`config.mk`:
```
export PLATFORM = sky130hd
export DESIGN_NAME = ram_port_arbiter
export DESIGN_NICKNAME = d
export VERILOG_FILES = /design/src/rtl/ram_pkg.sv /design/src/rtl/rr_arbiter.sv /design/src/rtl/ram_port_arbiter.sv
export SDC_FILE = /design/constraint.sdc
export NUM_CORES = 1
export LEC_CHECK = 0
export CORE_AREA = 2 2 158 160
export CTS_CLUSTER_SIZE = 12
export DETAILED_ROUTE_END_ITERATION = 6
export DIE_AREA = 0 0 160 162
export GPL_TIMING_DRIVEN = 1
export PLACE_DENSITY = 0.65
export SLEW_MARGIN = 20
export SYNTH_ARGS = -nofsm -noshare
export SYNTH_HDL_FRONTEND = slang
export SYNTH_SLANG_ARGS = --single-unit
```
`constraint.sdc`:
```
create_clock -name clk -period 4.5 [get_ports clk]
set_input_delay 1.125 -clock clk [delete_from_list [all_inputs] [get_ports clk]]
set_output_delay 1.125 -clock clk [all_outputs]
set_load 0.02 [all_outputs]
```
`src/rtl/ram_pkg.sv`:
```
// Shared types and the round-robin selection function for the RAM port arbiter.
package ram_pkg;

    localparam int DATA_WIDTH_DEF = 64;
    localparam int ADDR_WIDTH_DEF = 12;
    // Widest requester set the selection function handles.
    localparam int MAX_REQ        = 8;

    typedef logic [ADDR_WIDTH_DEF-1:0] addr_t;
    typedef logic [DATA_WIDTH_DEF-1:0] data_t;

    // One-hot grant: first asserted request at or after ptr, wrapping modulo n.
    // ptr is always < n, so a single subtraction performs the wrap.
    function automatic logic [MAX_REQ-1:0] rr_select(
        input logic [MAX_REQ-1:0] req,
        input logic [2:0]         ptr,
        input logic [3:0]         n
    );
        logic [MAX_REQ-1:0] gnt;
        logic [3:0]         idx;
        logic               found;
        gnt   = '0;
        found = 1'b0;
        for (int k = 0; k < MAX_REQ; k++) begin
            if (4'(k) < n) begin
                idx = {1'b0, ptr} + 4'(k);
                if (idx >= n) idx = idx - n;
                if (!found && req[idx[2:0]]) begin
                    gnt[idx[2:0]] = 1'b1;
                    found         = 1'b1;
                end
            end
        end
        return gnt;
    endfunction

endpackage

```
`src/rtl/rr_arbiter.sv`:
```
// Round-robin arbiter: combinational one-hot grant, pointer moves past the
// winner only when the caller reports that the grant was actually taken.
module rr_arbiter
    import ram_pkg::*;
#(
    parameter int N = 2
) (
    input  logic         clk,
    input  logic         resetn,
    input  logic [N-1:0] req,
    input  logic         advance,
    output logic [N-1:0] gnt
);

    localparam int PW = (N > 1) ? $clog2(N) : 1;

    logic [PW-1:0]      ptr_q, ptr_d;
    logic [MAX_REQ-1:0] req_ext;
    logic [MAX_REQ-1:0] sel;

    // Grant selection from the current pointer; forced off while in reset.
    always_comb begin
        req_ext        = '0;
        req_ext[N-1:0] = req;
        sel            = rr_select(req_ext, 3'(ptr_q), 4'(N));
        gnt            = resetn ? sel[N-1:0] : '0;
    end

    // Next pointer: one past the winner on a taken grant, otherwise hold.
    always_comb begin
        ptr_d = ptr_q;
        if (advance) begin
            for (int i = 0; i < N; i++) begin
                if (sel[i]) ptr_d = (i == N - 1) ? '0 : PW'(i + 1);
            end
        end
    end

    // Pointer register.
    always_ff @(posedge clk or negedge resetn) begin
        if (!resetn) ptr_q <= '0;
        else         ptr_q <= ptr_d;
    end

endmodule

```
`src/rtl/ram_port_arbiter.sv`:
```
// Shares the dual-port RAM's write and read ports between NUM_REQ clients per
// side. Commands are registered toward the RAM; read returns are steered back
// to the issuing client by a one-hot tag pipeline.
module ram_port_arbiter
    import ram_pkg::*;
#(
    parameter int DATA_WIDTH = DATA_WIDTH_DEF,
    parameter int ADDR_WIDTH = ADDR_WIDTH_DEF,
    parameter int NUM_REQ    = 2,
    parameter int RD_LATENCY = 1
) (
    input  logic                          clk,
    input  logic                          resetn,
    input  logic [NUM_REQ-1:0]            wr_req,
    input  logic [NUM_REQ*ADDR_WIDTH-1:0] wr_addr_i,
    input  logic [NUM_REQ*DATA_WIDTH-1:0] wr_data_i,
    output logic [NUM_REQ-1:0]            wr_gnt,
    input  logic [NUM_REQ-1:0]            rd_req,
    input  logic [NUM_REQ*ADDR_WIDTH-1:0] rd_addr_i,
    output logic [NUM_REQ-1:0]            rd_gnt,
    output logic [NUM_REQ-1:0]            rd_valid,
    output logic [DATA_WIDTH-1:0]         rd_data_o,
    output logic                          write,
    output logic [ADDR_WIDTH-1:0]         wr_addr,
    output logic [DATA_WIDTH-1:0]         data_in,
    output logic                          read,
    output logic [ADDR_WIDTH-1:0]         rd_addr,
    input  logic [DATA_WIDTH-1:0]         ram_data_out
);

    logic [NUM_REQ-1:0]    rd_cand;
    logic [ADDR_WIDTH-1:0] wr_sel_addr, rd_sel_addr;
    logic [DATA_WIDTH-1:0] wr_sel_data;
    logic                  collide;
    logic                  wr_fire, rd_fire;

    logic                  write_q, write_d;
    logic [ADDR_WIDTH-1:0] wr_addr_q, wr_addr_d;
    logic [DATA_WIDTH-1:0] data_in_q, data_in_d;
    logic                  read_q, read_d;
    logic [ADDR_WIDTH-1:0] rd_addr_q, rd_addr_d;
    logic [NUM_REQ-1:0]    rd_valid_q, rd_valid_d;
    logic [RD_LATENCY:0][NUM_REQ-1:0] tag_q, tag_d;

    rr_arbiter #(.N(NUM_REQ)) u_wr_arb (
        .clk     (clk),
        .resetn  (resetn),
        .req     (wr_req),
        .advance (wr_fire),
        .gnt     (wr_gnt)
    );

    // The read arbiter only advances when its candidate survives the
    // collision check, so its internal winner always matches rd_gnt.
    rr_arbiter #(.N(NUM_REQ)) u_rd_arb (
        .clk     (clk),
        .resetn  (resetn),
        .req     (rd_req),
        .advance (rd_fire),
        .gnt     (rd_cand)
    );

    // Mux the winning client's address/data on each side.
    always_comb begin
        wr_sel_addr = '0;
        wr_sel_data = '0;
        rd_sel_addr = '0;
        for (int i = 0; i < NUM_REQ; i++) begin
            if (wr_gnt[i]) begin
                wr_sel_addr = wr_addr_i[i*ADDR_WIDTH +: ADDR_WIDTH];
                wr_sel_data = wr_data_i[i*DATA_WIDTH +: DATA_WIDTH];
            end
            if (rd_cand[i]) rd_sel_addr = rd_addr_i[i*ADDR_WIDTH +: ADDR_WIDTH];
        end
    end

    // A read to the address being written this cycle is deferred one cycle so
    // it is issued after the write lands and returns the new data.
    always_comb begin
        collide = (|wr_gnt) && (|rd_cand) && (wr_sel_addr == rd_sel_addr);
        rd_gnt  = collide ? '0 : rd_cand;
        wr_fire = |(wr_req & wr_gnt);
        rd_fire = |(rd_req & rd_gnt);
    end

    // Next-state for RAM commands and the read-return tag pipeline.
    always_comb begin
        write_d    = wr_fire;
        wr_addr_d  = wr_fire ? wr_sel_addr : wr_addr_q;
        data_in_d  = wr_fire ? wr_sel_data : data_in_q;
        read_d     = rd_fire;
        rd_addr_d  = rd_fire ? rd_sel_addr : rd_addr_q;
        tag_d      = '0;
        tag_d[0]   = rd_req & rd_gnt;
        for (int k = 1; k <= RD_LATENCY; k++) tag_d[k] = tag_q[k-1];
        rd_valid_d = tag_q[RD_LATENCY];
    end

    // Command, tag and return-valid registers; reset drops in-flight reads.
    always_ff @(posedge clk or negedge resetn) begin
        if (!resetn) begin
            write_q    <= 1'b0;
            wr_addr_q  <= '0;
            data_in_q  <= '0;
            read_q     <= 1'b0;
            rd_addr_q  <= '0;
            tag_q      <= '0;
            rd_valid_q <= '0;
        end else begin
            write_q    <= write_d;
            wr_addr_q  <= wr_addr_d;
            data_in_q  <= data_in_d;
            read_q     <= read_d;
            rd_addr_q  <= rd_addr_d;
            tag_q      <= tag_d;
            rd_valid_q <= rd_valid_d;
        end
    end

    assign write     = write_q;
    assign wr_addr   = wr_addr_q;
    assign data_in   = data_in_q;
    assign read      = read_q;
    assign rd_addr   = rd_addr_q;
    assign rd_valid  = rd_valid_q;
    assign rd_data_o = ram_data_out;

endmodule

```
==> flow_metrics.tcl, run 1 <==
set metrics [dict create \
    outcome "finished with violations" \
    violations "DRC" \
    multi_input_area_sq_um 1690 \
    drive_above_1_share_pct 13.8 \
    grt_setup_unrepaired "no" \
    wire_per_inst_um 18.5 \
    insertion_delay_ns 0.35 \
    topRoutingLayerUsed "met4" \
    p_per_area_nw_per_um2 352 \
    slew_violations 0 \
    finalPower_mw 2.89 \
    numPortBuffers 277 \
    hold_viol 0 \
    gr-usage-all-layers_pct 13.9 \
    layout_commonest_cell "clkdlybuf4s50_1" \
    leakage_nw 3.67 \
    synth.area.mux_share_pct 3.32 \
    cp-end-kind "output port" \
    grt_pass1_vias 4543 \
    finalSetupViolCount 0 \
    antenna_found_initial 1 \
    wl_met1_um 7740 \
    core_area_sq_um 24100 \
    crit_type "in2out" \
    worst_ep_required_time_ns 3.38 \
    critPathLaunchType "input pin" \
    vias 4591 \
    synth_seq_cells 98 \
    met3_length_um 1260 \
    num_antenna_cells 0 \
    hp-class "reg2reg" \
    htree_levels 3 \
    worst_pin_slew_ns 1.01 \
    synth-compound-area-share_pct 22.0 \
    cp_max_fo 3 \
    max_cap_violations 0 \
    clock-sinks 98 \
    synth_fa_ha_area_share_pct 0 \
    avgSynthCellArea_sq_um 10.8 \
    grt_max_degree 78 \
    gp_congestion 0.817 \
    cts_buffer_depth 2 \
    worst_clock_skew_ns 0.00679 \
    hpwl_um 14200 \
    num_io_pins 406 \
    yosysSeqAreaShare_pct 49.7 \
    yosys.area_share.simple_pct 5.94 \
    route.detailed.drc 20 \
    place_ws_ns -0.844 \
    setup_ws_ns 0.0992 \
    seq_area_sq_um 2450 \
    layout_common_cells "clkdlybuf4s50_1 (268), dfrtp_1 (98), inv_1 (68)" \
    n_fill_cell 2505 \
    slew_headroom_pct 32.3 \
    dp.cells 1002 \
    drtAntennaViolNets 0 \
    start_util_pct 20.5 \
    ys_types 45 \
    synth_edf_count 0 \
    synthCells 457 \
    fin_area_sq_um 8210 \
    hold_slack_ns 0.348 \
    synth_flop_cell "dfrtp_1" \
    wl_um 18800 \
    cts_tree "done" \
    layout.cells.non_filler 1021 \
    die_w_um 160 \
    drt-pass1-iter-count 7 \
    clk_pin_slew_worst_paths_ns 0.07 \
    wl_met2_um 9160 \
    grt-ovfl-total 0 \
    crit_arrival_ns 3.28 \
    synthesis.area_sq_um 4930 \
    async_reset_ff_share_pct 100 \
    numCtsBuffers 9 \
    viasPerCell 4.50 \
    place_area_sq_um 7820 \
    tns_ns 0 \
    area_growth_pct 66.4 \
    fin_nets 939 \
    period_needed_ns 4.40 \
    synth_xor_area_share_pct 0.888 \
    synth_warnings 0 \
    ir_worst_vdd_v 0.000143 \
    drt_iter0_markers 502 \
    die_area_sq_um 25900 \
    final_core_util_pct 34.0 \
    dieHeight_um 162 \
    synth_top_family_by_area "compound AO/OA/AOI/OAI gates" \
    clock-root-buffer "clkbuf_16" \
    fin_crit_sh_pct 97.8 \
    max_freq_ghz 0.227 \
    synth_fp_nets 703 \
    grt_pass1_wl_um 27500 \
    fp-row-count 57 \
]
-- path summary, 6_finish.rpt --
path                                      from             to  slack, ns  cells past startpoint
worst max-delay path             rd_addr_i[23]      rd_gnt[1]        0.1                      9
max in group asynchronous               resetn    data_in[46]       2.88                      3
worst min register to register        tag_d[2]  rd_valid_d[0]       0.35                      0
worst max register to register  u_rd_arb.ptr_q     rd_addr[0]       1.40                      9
worst min-delay path                  tag_d[2]  rd_valid_d[0]       0.35                      0
min in group asynchronous               resetn    wr_addr[10]       0.77                      2
-- synthesized netlist by cell type, drive strengths merged, types with 4 or more instances --
master | number | area, sq um
a32oi | 13 | 114
dfrtp | 98 | 2450
nor2 | 16 | 60.1
o32ai | 6 | 78.8
o21a | 4 | 30.0
a222oi | 64 | 641
clkbuf | 21 | 78.8
buf | 77 | 551
mux2 | 9 | 124
a32o | 5 | 50.1
inv | 69 | 259
nor3 | 5 | 25.0
o21ai | 4 | 20.0
a21o | 11 | 82.6
nand2 | 22 | 82.6
mux2i | 4 | 40.0
-- logic make-up after synthesis --
kind of cell | count (synthesis)
compound gates | 115
xor+xnor | 5
buf+inv | 168
flops | 98
mux | 13
simple gates | 58
-- registers in the layout (all words and copies together), names as in the netlist --
| name | flops |
|---|---|
| read | 1 |
| rd_valid | 2 |
| u_wr_arb.ptr_q | 1 |
| wr_addr | 12 |
| tag_d | 2 |
| u_rd_arb.ptr_q | 1 |
| rd_addr | 12 |
| rd_valid_d | 2 |
| data_in | 64 |
| write | 1 |
-- where the power goes --
| group | leakage, nW | switching (mW) | internal [mW] | total [mW] |
|---|---|---|---|---|
| Sequential | 1.22 | 0.0889 | 1.01 | 1.10 |
| Combinational | 2.31 | 0.456 | 0.527 | 0.983 |
| Clock | 0.140 | 0.367 | 0.434 | 0.802 |
| Total | 3.67 | 0.912 | 1.97 | 2.89 |
-- worst max-delay path, stage by stage --
cell,delay (ns)
clkdlybuf4s50_1,0.40
a32oi_1,0.30
buf_4,0.16
nor3_1,0.04
or4_4,0.44
nor4_4,0.29
nand3_2,0.15
and4_1,0.23
buf_6,0.13
-- what timing repair did --
action                     CTS  global route
gates cloned                 0             0
hold buffers                 0             0
gates resized for setup     23            14
pin swaps                    4             9
setup buffers                3             2
setup endpoints to repair    2             2
-- per-layer routing --
| layer | vias to the layer above | track usage (%) |
|---|---|---|
| met3 | 46 | 3.27 |
| met5 | - | 0 |
| met2 | 198 | 22.7 |
| met1 | 2253 | 17.2 |
| met4 | 0 | 6.88 |
| li1 | 2094 | - |
-- area by class of cell --
| type | instances | area share [%] |
|---|---|---|
| clock buffer | 10 | 2.79 |
| clock inverter | 5 | 0.778 |
| inverter | 70 | 3.20 |
| multi-input combinational | 191 | 20.6 |
| sequential | 98 | 29.9 |
| tap | 324 | 4.94 |
| timing repair buffer | 323 | 37.8 |
(Power assumes the default switching activity.)
==> run 2: changes to the inputs <==
--- a/config.mk
+++ b/config.mk
@@ -5,12 +5,13 @@
 export SDC_FILE = /design/constraint.sdc
 export NUM_CORES = 1
 export LEC_CHECK = 0
-export CORE_AREA = 2 2 158 160
+export CORE_AREA = 2 2 156 158
 export CTS_CLUSTER_SIZE = 12
 export DETAILED_ROUTE_END_ITERATION = 6
-export DIE_AREA = 0 0 160 162
+export DIE_AREA = 0 0 158 160
 export GPL_TIMING_DRIVEN = 1
-export PLACE_DENSITY = 0.65
+export PLACE_DENSITY = 0.66
+export RECOVER_POWER = 50
 export SLEW_MARGIN = 20
 export SYNTH_ARGS = -nofsm -noshare
 export SYNTH_HDL_FRONTEND = slang
==> constraint.sdc (replaced) <==
create_clock -name clk -period 5.6 [get_ports clk]
set_input_delay 1.4 -clock clk [delete_from_list [all_inputs] [get_ports clk]]
set_output_delay 1.4 -clock clk [all_outputs]
set_load 0.02 [all_outputs]
==> flow_metrics.tcl, run 2 (same netlist as run 1, synthesis figures left out) <==
set metrics [dict create \
    outcome "finished with violations" \
    violations "DRC, capacitance limit, slew limit" \
    p_per_area_nw_per_um2 290 \
    insertion_delay_ns 0.34 \
    hpwl_um 13900 \
    gr-usage-all-layers_pct 14.1 \
    fp-row-count 57 \
    drt-pass1-iter-count 7 \
    finalPower_mw 2.35 \
    viasPerCell 4.50 \
    layout.cells.non_filler 1005 \
    tns_ns 0 \
    dp.cells 987 \
    grt_pass1_wl_um 27000 \
    num_io_pins 406 \
    slowest_stage "or4_4" \
    hold_viol 0 \
    grt_setup_unrepaired "no" \
    hp-class "reg2reg" \
    clock-root-buffer "clkbuf_16" \
    seq_area_sq_um 2450 \
    gp_congestion 0.833 \
    grt_pass1_vias 4568 \
    hold_buffers 0 \
    dieHeight_um 160 \
    clk_pin_slew_worst_paths_ns 0.06 \
    htree_levels 3 \
    largest_reg_flops 64 \
    wire_per_inst_um 18.3 \
    worst_ep_required_time_ns 4.20 \
    cp_max_fo 5 \
    layout_commonest_cell "clkdlybuf4s50_1" \
    max_freq_ghz 0.183 \
    multi_input_area_sq_um 1670 \
    max_cap_violations 1 \
    slew_headroom_pct -54.8 \
    critPathLaunchType "input pin" \
    antenna_found_initial 1 \
    max_stage_delay_ns 0.54 \
    fin_nets 921 \
    route.detailed.drc 6 \
    cts_buffer_depth 2 \
    place_area_sq_um 7700 \
    drt_iter0_markers 466 \
    crit_chain "clkdlybuf4s50_1, buf_4, a21bo_4, o32ai_4, nor3_1, or4_4, nor4_4, nand3_2, and3_1, dlygate4sd2_1" \
    fin_crit_sh_pct 97.7 \
    die_area_sq_um 25300 \
    finalSetupViolCount 0 \
    worst_clock_skew_ns 0.00849 \
    drtAntennaViolNets 0 \
    grt-ovfl-total 0 \
    worst_pin_slew_ns 2.32 \
    numPortBuffers 277 \
    period_needed_ns 5.47 \
    n_fill_cell 2451 \
    numCtsBuffers 9 \
    crit_type "in2out" \
    place_ws_ns -0.303 \
    slew_violations 43 \
    drive_above_1_share_pct 10.1 \
    start_util_pct 20.7 \
    fin_area_sq_um 8120 \
    final_core_util_pct 34.1 \
    die_w_um 158 \
    core_area_sq_um 23800 \
    grt_max_degree 78 \
    setup_ws_ns 0.131 \
    layout_common_cells "clkdlybuf4s50_1 (197), dfrtp_1 (98), dlygate4sd3_1 (75)" \
    vias 4522 \
    leakage_nw 3.70 \
    ir_worst_vdd_v 0.000155 \
    hold_slack_ns 0.349 \
    crit_arrival_ns 4.07 \
    clock-sinks 98 \
    area_growth_pct 64.6 \
    cp-end-kind "output port" \
    wl_um 18400 \
    cts_tree "done" \
]
run 2: cell type report:
cell class,count,area share [%]
Timing Repair Buffer,305,36.7
Sequential cell,98,30.2
Multi-Input combinational cell,191,20.6
Tap cell,324,5.00
Inverter,70,3.24
Clock buffer,10,2.82
Clock inverter,6,1.39
Antenna cell,1,0.0308
run 2: timing repair:
action                                  in CTS  in global routing
pin swaps                                    0                  2
endpoints found under the setup margin       2                  2
gates resized for setup                      5                 11
setup buffers                                0                  1
run 2: power breakdown:
group          switching, mW  leakage, nW  internal [mW]
registers             0.0658         1.22          0.812
clock network          0.290        0.167          0.440
logic                  0.363         2.31          0.383
run 2: path summary, 6_finish.rpt:
path / depth (start not counted) / startpoint / to / slack [ns]
worst min-delay path: 0 / rd_valid_d[0] / rd_valid[0] / 0.35
min in group asynchronous: 1 / resetn / wr_addr[9] / 0.90
worst min register to register: 0 / rd_valid_d[0] / rd_valid[0] / 0.35
max in group asynchronous: 2 / resetn / data_in[10] / 2.23
worst max-delay path: 10 / wr_req[0] / rd_gnt[0] / 0.13
worst max register to register: 10 / u_rd_arb.ptr_q / rd_addr[2] / 2.45
run 2: worst max-delay path: cells and delay by family:
family,cells,cell delay (ns)
AND/OR/NAND/NOR,5,1.30
buffers and inverters,3,0.97
AO/OA/AOI/OAI,2,0.40
run 2: per-layer routing:
metal	GRT usage (%)	wire length [um]	up-vias
met5	0	0	-
met4	6.18	618	0
met3	4.53	1500	52
met2	22.8	9010	216
met1	17.2	7290	2196
li1	-	-	2058
==> run 3: changes to the inputs <==
--- a/config.mk
+++ b/config.mk
@@ -5,12 +5,13 @@
 export SDC_FILE = /design/constraint.sdc
 export NUM_CORES = 1
 export LEC_CHECK = 0
+export ABC_AREA = 1
 export CORE_AREA = 2 2 156 158
 export CTS_CLUSTER_SIZE = 12
 export DETAILED_ROUTE_END_ITERATION = 6
 export DIE_AREA = 0 0 158 160
 export GPL_TIMING_DRIVEN = 1
-export PLACE_DENSITY = 0.66
+export PLACE_DENSITY = 0.67
 export RECOVER_POWER = 50
 export SLEW_MARGIN = 20
 export SYNTH_ARGS = -nofsm -noshare
==> flow_metrics.tcl, run 3 <==
set metrics [dict create \
    p_per_area_nw_per_um2 267 \
    r2r-start "u_rd_arb.ptr_q" \
    avgSynthCellArea_sq_um 7.44 \
    drtAntennaViolNets 0 \
    drt-pass1-iter-count 4 \
    slew_headroom_pct -110 \
    min_to "rd_valid[0]" \
    wire_per_inst_um 15.0 \
    hold_slack_ns 0.351 \
    netlist_top_cells_count "nand2_1 (325), nand3_1 (101), dfrtp_1 (98)" \
    slew_violations 57 \
    fp-row-count 57 \
    hp-start "rd_valid_d[0]" \
    hold_buffers 0 \
    gr-usage-all-layers_pct 14.2 \
    clk_pin_slew_worst_paths_ns 0.07 \
    vias 5173 \
    yosys.area.top_type "dfrtp_1" \
    synth_flop_cell "dfrtp_1" \
    cts_setup_buffers 0 \
    die_w_um 158 \
    ff2ff_setup_slack_ns 3.49 \
    violations "capacitance limit, slew limit" \
    synth_area_leaders "dfrtp_1 (47%), nand2_1 (23%), nand3_1 (9.7%)" \
    clock-sinks 98 \
    worst_ep_required_time_ns 4.20 \
    place_ws_ns 0.280 \
    n_fill_cell 2528 \
    setup_ws_ns 0.314 \
    outcome "finished with violations" \
    ys_types 25 \
    largest_reg_flops 64 \
    drt_iter0_markers 241 \
    num_io_pins 406 \
    layout_commonest_cell "nand2_1" \
    area_growth_pct 56.2 \
    viasPerCell 4.19 \
    leakage_nw 3.90 \
    grt_pass1_vias 5211 \
    route.detailed.drc 0 \
    hold_viol 0 \
    cts_buffer_depth 2 \
    cts_tree "done" \
    yosysSeqAreaShare_pct 47.0 \
    start_util_pct 21.9 \
    grt_max_degree 65 \
    worst_clock_skew_ns 0.00773 \
    period_needed_ns 5.29 \
    place_area_sq_um 7850 \
    dieHeight_um 160 \
    die_area_sq_um 25300 \
    cp_max_fo 14 \
    wl_um 18500 \
    numPortBuffers 277 \
    crit_type "in2out" \
    crit_arrival_ns 3.89 \
    synth_top_area_share_pct 47.0 \
    finalSetupViolCount 0 \
    r2r_end "rd_addr[4]" \
    critPathLaunchType "input pin" \
    synth_fp_nets 948 \
    grt_pass1_wl_um 27600 \
    gp_congestion 0.943 \
    hold_depth 0 \
    grt-ovfl-total 0 \
    core_area_sq_um 23800 \
    max_cap_violations 1 \
    cp-end-kind "output port" \
    fin_area_sq_um 8150 \
    ir_worst_vdd_v 0.000139 \
    reg2reg_depth 15 \
    synth_warnings 0 \
    hp-class "reg2reg" \
    grt_setup_unrepaired "no" \
    insertion_delay_ns 0.35 \
    numCtsBuffers 9 \
    tns_ns 0 \
    layout_common_cells "nand2_1 (324), clkdlybuf4s50_1 (202), nand3_1 (101)" \
    hpwl_um 14100 \
    synth_seq_cells 98 \
    fin_crit_sh_pct 94.4 \
    clock-root-buffer "clkbuf_16" \
    antenna_found_initial 0 \
    max_freq_ghz 0.189 \
    drive_above_1_share_pct 5.16 \
    synth_most_common_cell "nand2_1" \
    num_antenna_cells 0 \
    async_reset_ff_share_pct 100 \
    fin_nets 1152 \
    synth_edf_count 0 \
    synthesis.area_sq_um 5220 \
    synthCells 702 \
    htree_levels 3 \
    worst_pin_slew_ns 3.15 \
]
-- run 3: cell count changes after synthesis, moves of 11 or more --
cell | before | now
nand3_1 | 1 | 101
inv_1 | 69 | 38
nand2_1 | 22 | 325
a21o_1 | 11 | 0
a222oi_1 | 64 | 0
a32oi_1 | 13 | 0
-- run 3: worst max-delay path, stage by stage --
cell and delay (ns):
clkdlybuf4s50_1 0.57, nand2_2 0.10, nor2_2 0.26, nand2_1 0.09
nand2_1 0.13, inv_1 0.05, nand2_1 0.06, nand2_1 0.04
nor2_1 0.08, nand2_1 0.09, nor2_4 0.15, nand2_4 0.13
nand2_1 0.14, inv_1 0.06, clkdlybuf4s50_1 0.53
-- run 3: worst max-delay path by stage --
stage	to	from	slack, ns	depth (start not counted)
3_3_place_gp	rd_gnt[0]	wr_req[0]	0.31	13
6_report	rd_gnt[0]	rd_req[0]	0.31	15
4_1_cts	rd_gnt[0]	wr_req[0]	0.26	13
5_1_grt	rd_gnt[0]	rd_req[0]	0.07	15
2_1_floorplan	rd_gnt[0]	rd_req[1]	1.61	14
3_5_place_dp	rd_gnt[0]	wr_req[0]	0.28	13
-- run 3: metrics by stage --
step / util [%] / instances / power (mW)
2_1_floorplan: - / 702 / 1.23
3_3_place_gp: 33.0 / 1219 / 1.56
3_5_place_dp: 33.0 / 1219 / 1.56
4_1_cts: 34.3 / 1235 / 2.25
5_1_grt: 34.2 / 1235 / 2.31
6_report: 34.2 / 1235 / 2.18
-- run 3: per-layer routing --
metal  up-vias  global-route usage, %  wire length [um]
li1       2523                      -                 -
met3        43                   4.91              1660
met5         -                      0                 0
met1      2384                   16.1              7530
met4         0                   5.81               532
met2       223                   24.1              8770
-- run 3: cell families after synthesis --
group | after synthesis | synth area share, %
DFF | 98 | 47.0
and+or+nand+nor | 457 | 36.9
AOI/OAI and AO/OA | 13 | 1.41
buffers and inverters | 134 | 14.7
-- run 3: report_power, final --
group	switching, mW	leakage, nW	total (mW)	internal, mW
clock	0.314	0.150	0.670	0.356
combinational	0.347	2.52	0.659	0.312
sequential	0.0490	1.23	0.851	0.802
-- run 3: cell type report --
cell class,count,area (sq um),area share [%]
Clock inverter,7,86.3,1.06
Inverter,43,163,2.00
Multi-Input combinational cell,470,2010,24.6
Sequential cell,98,2450,30.1
Clock buffer,9,225,2.76
Tap cell,324,405,4.97
Timing Repair Buffer,284,2810,34.5
-- run 3: timing repair --
action / 4_1_cts / 5_1_grt
setup endpoints to repair: 0 / 1
endpoints found under the hold margin: 0 / 0
resized for setup: 0 / 1
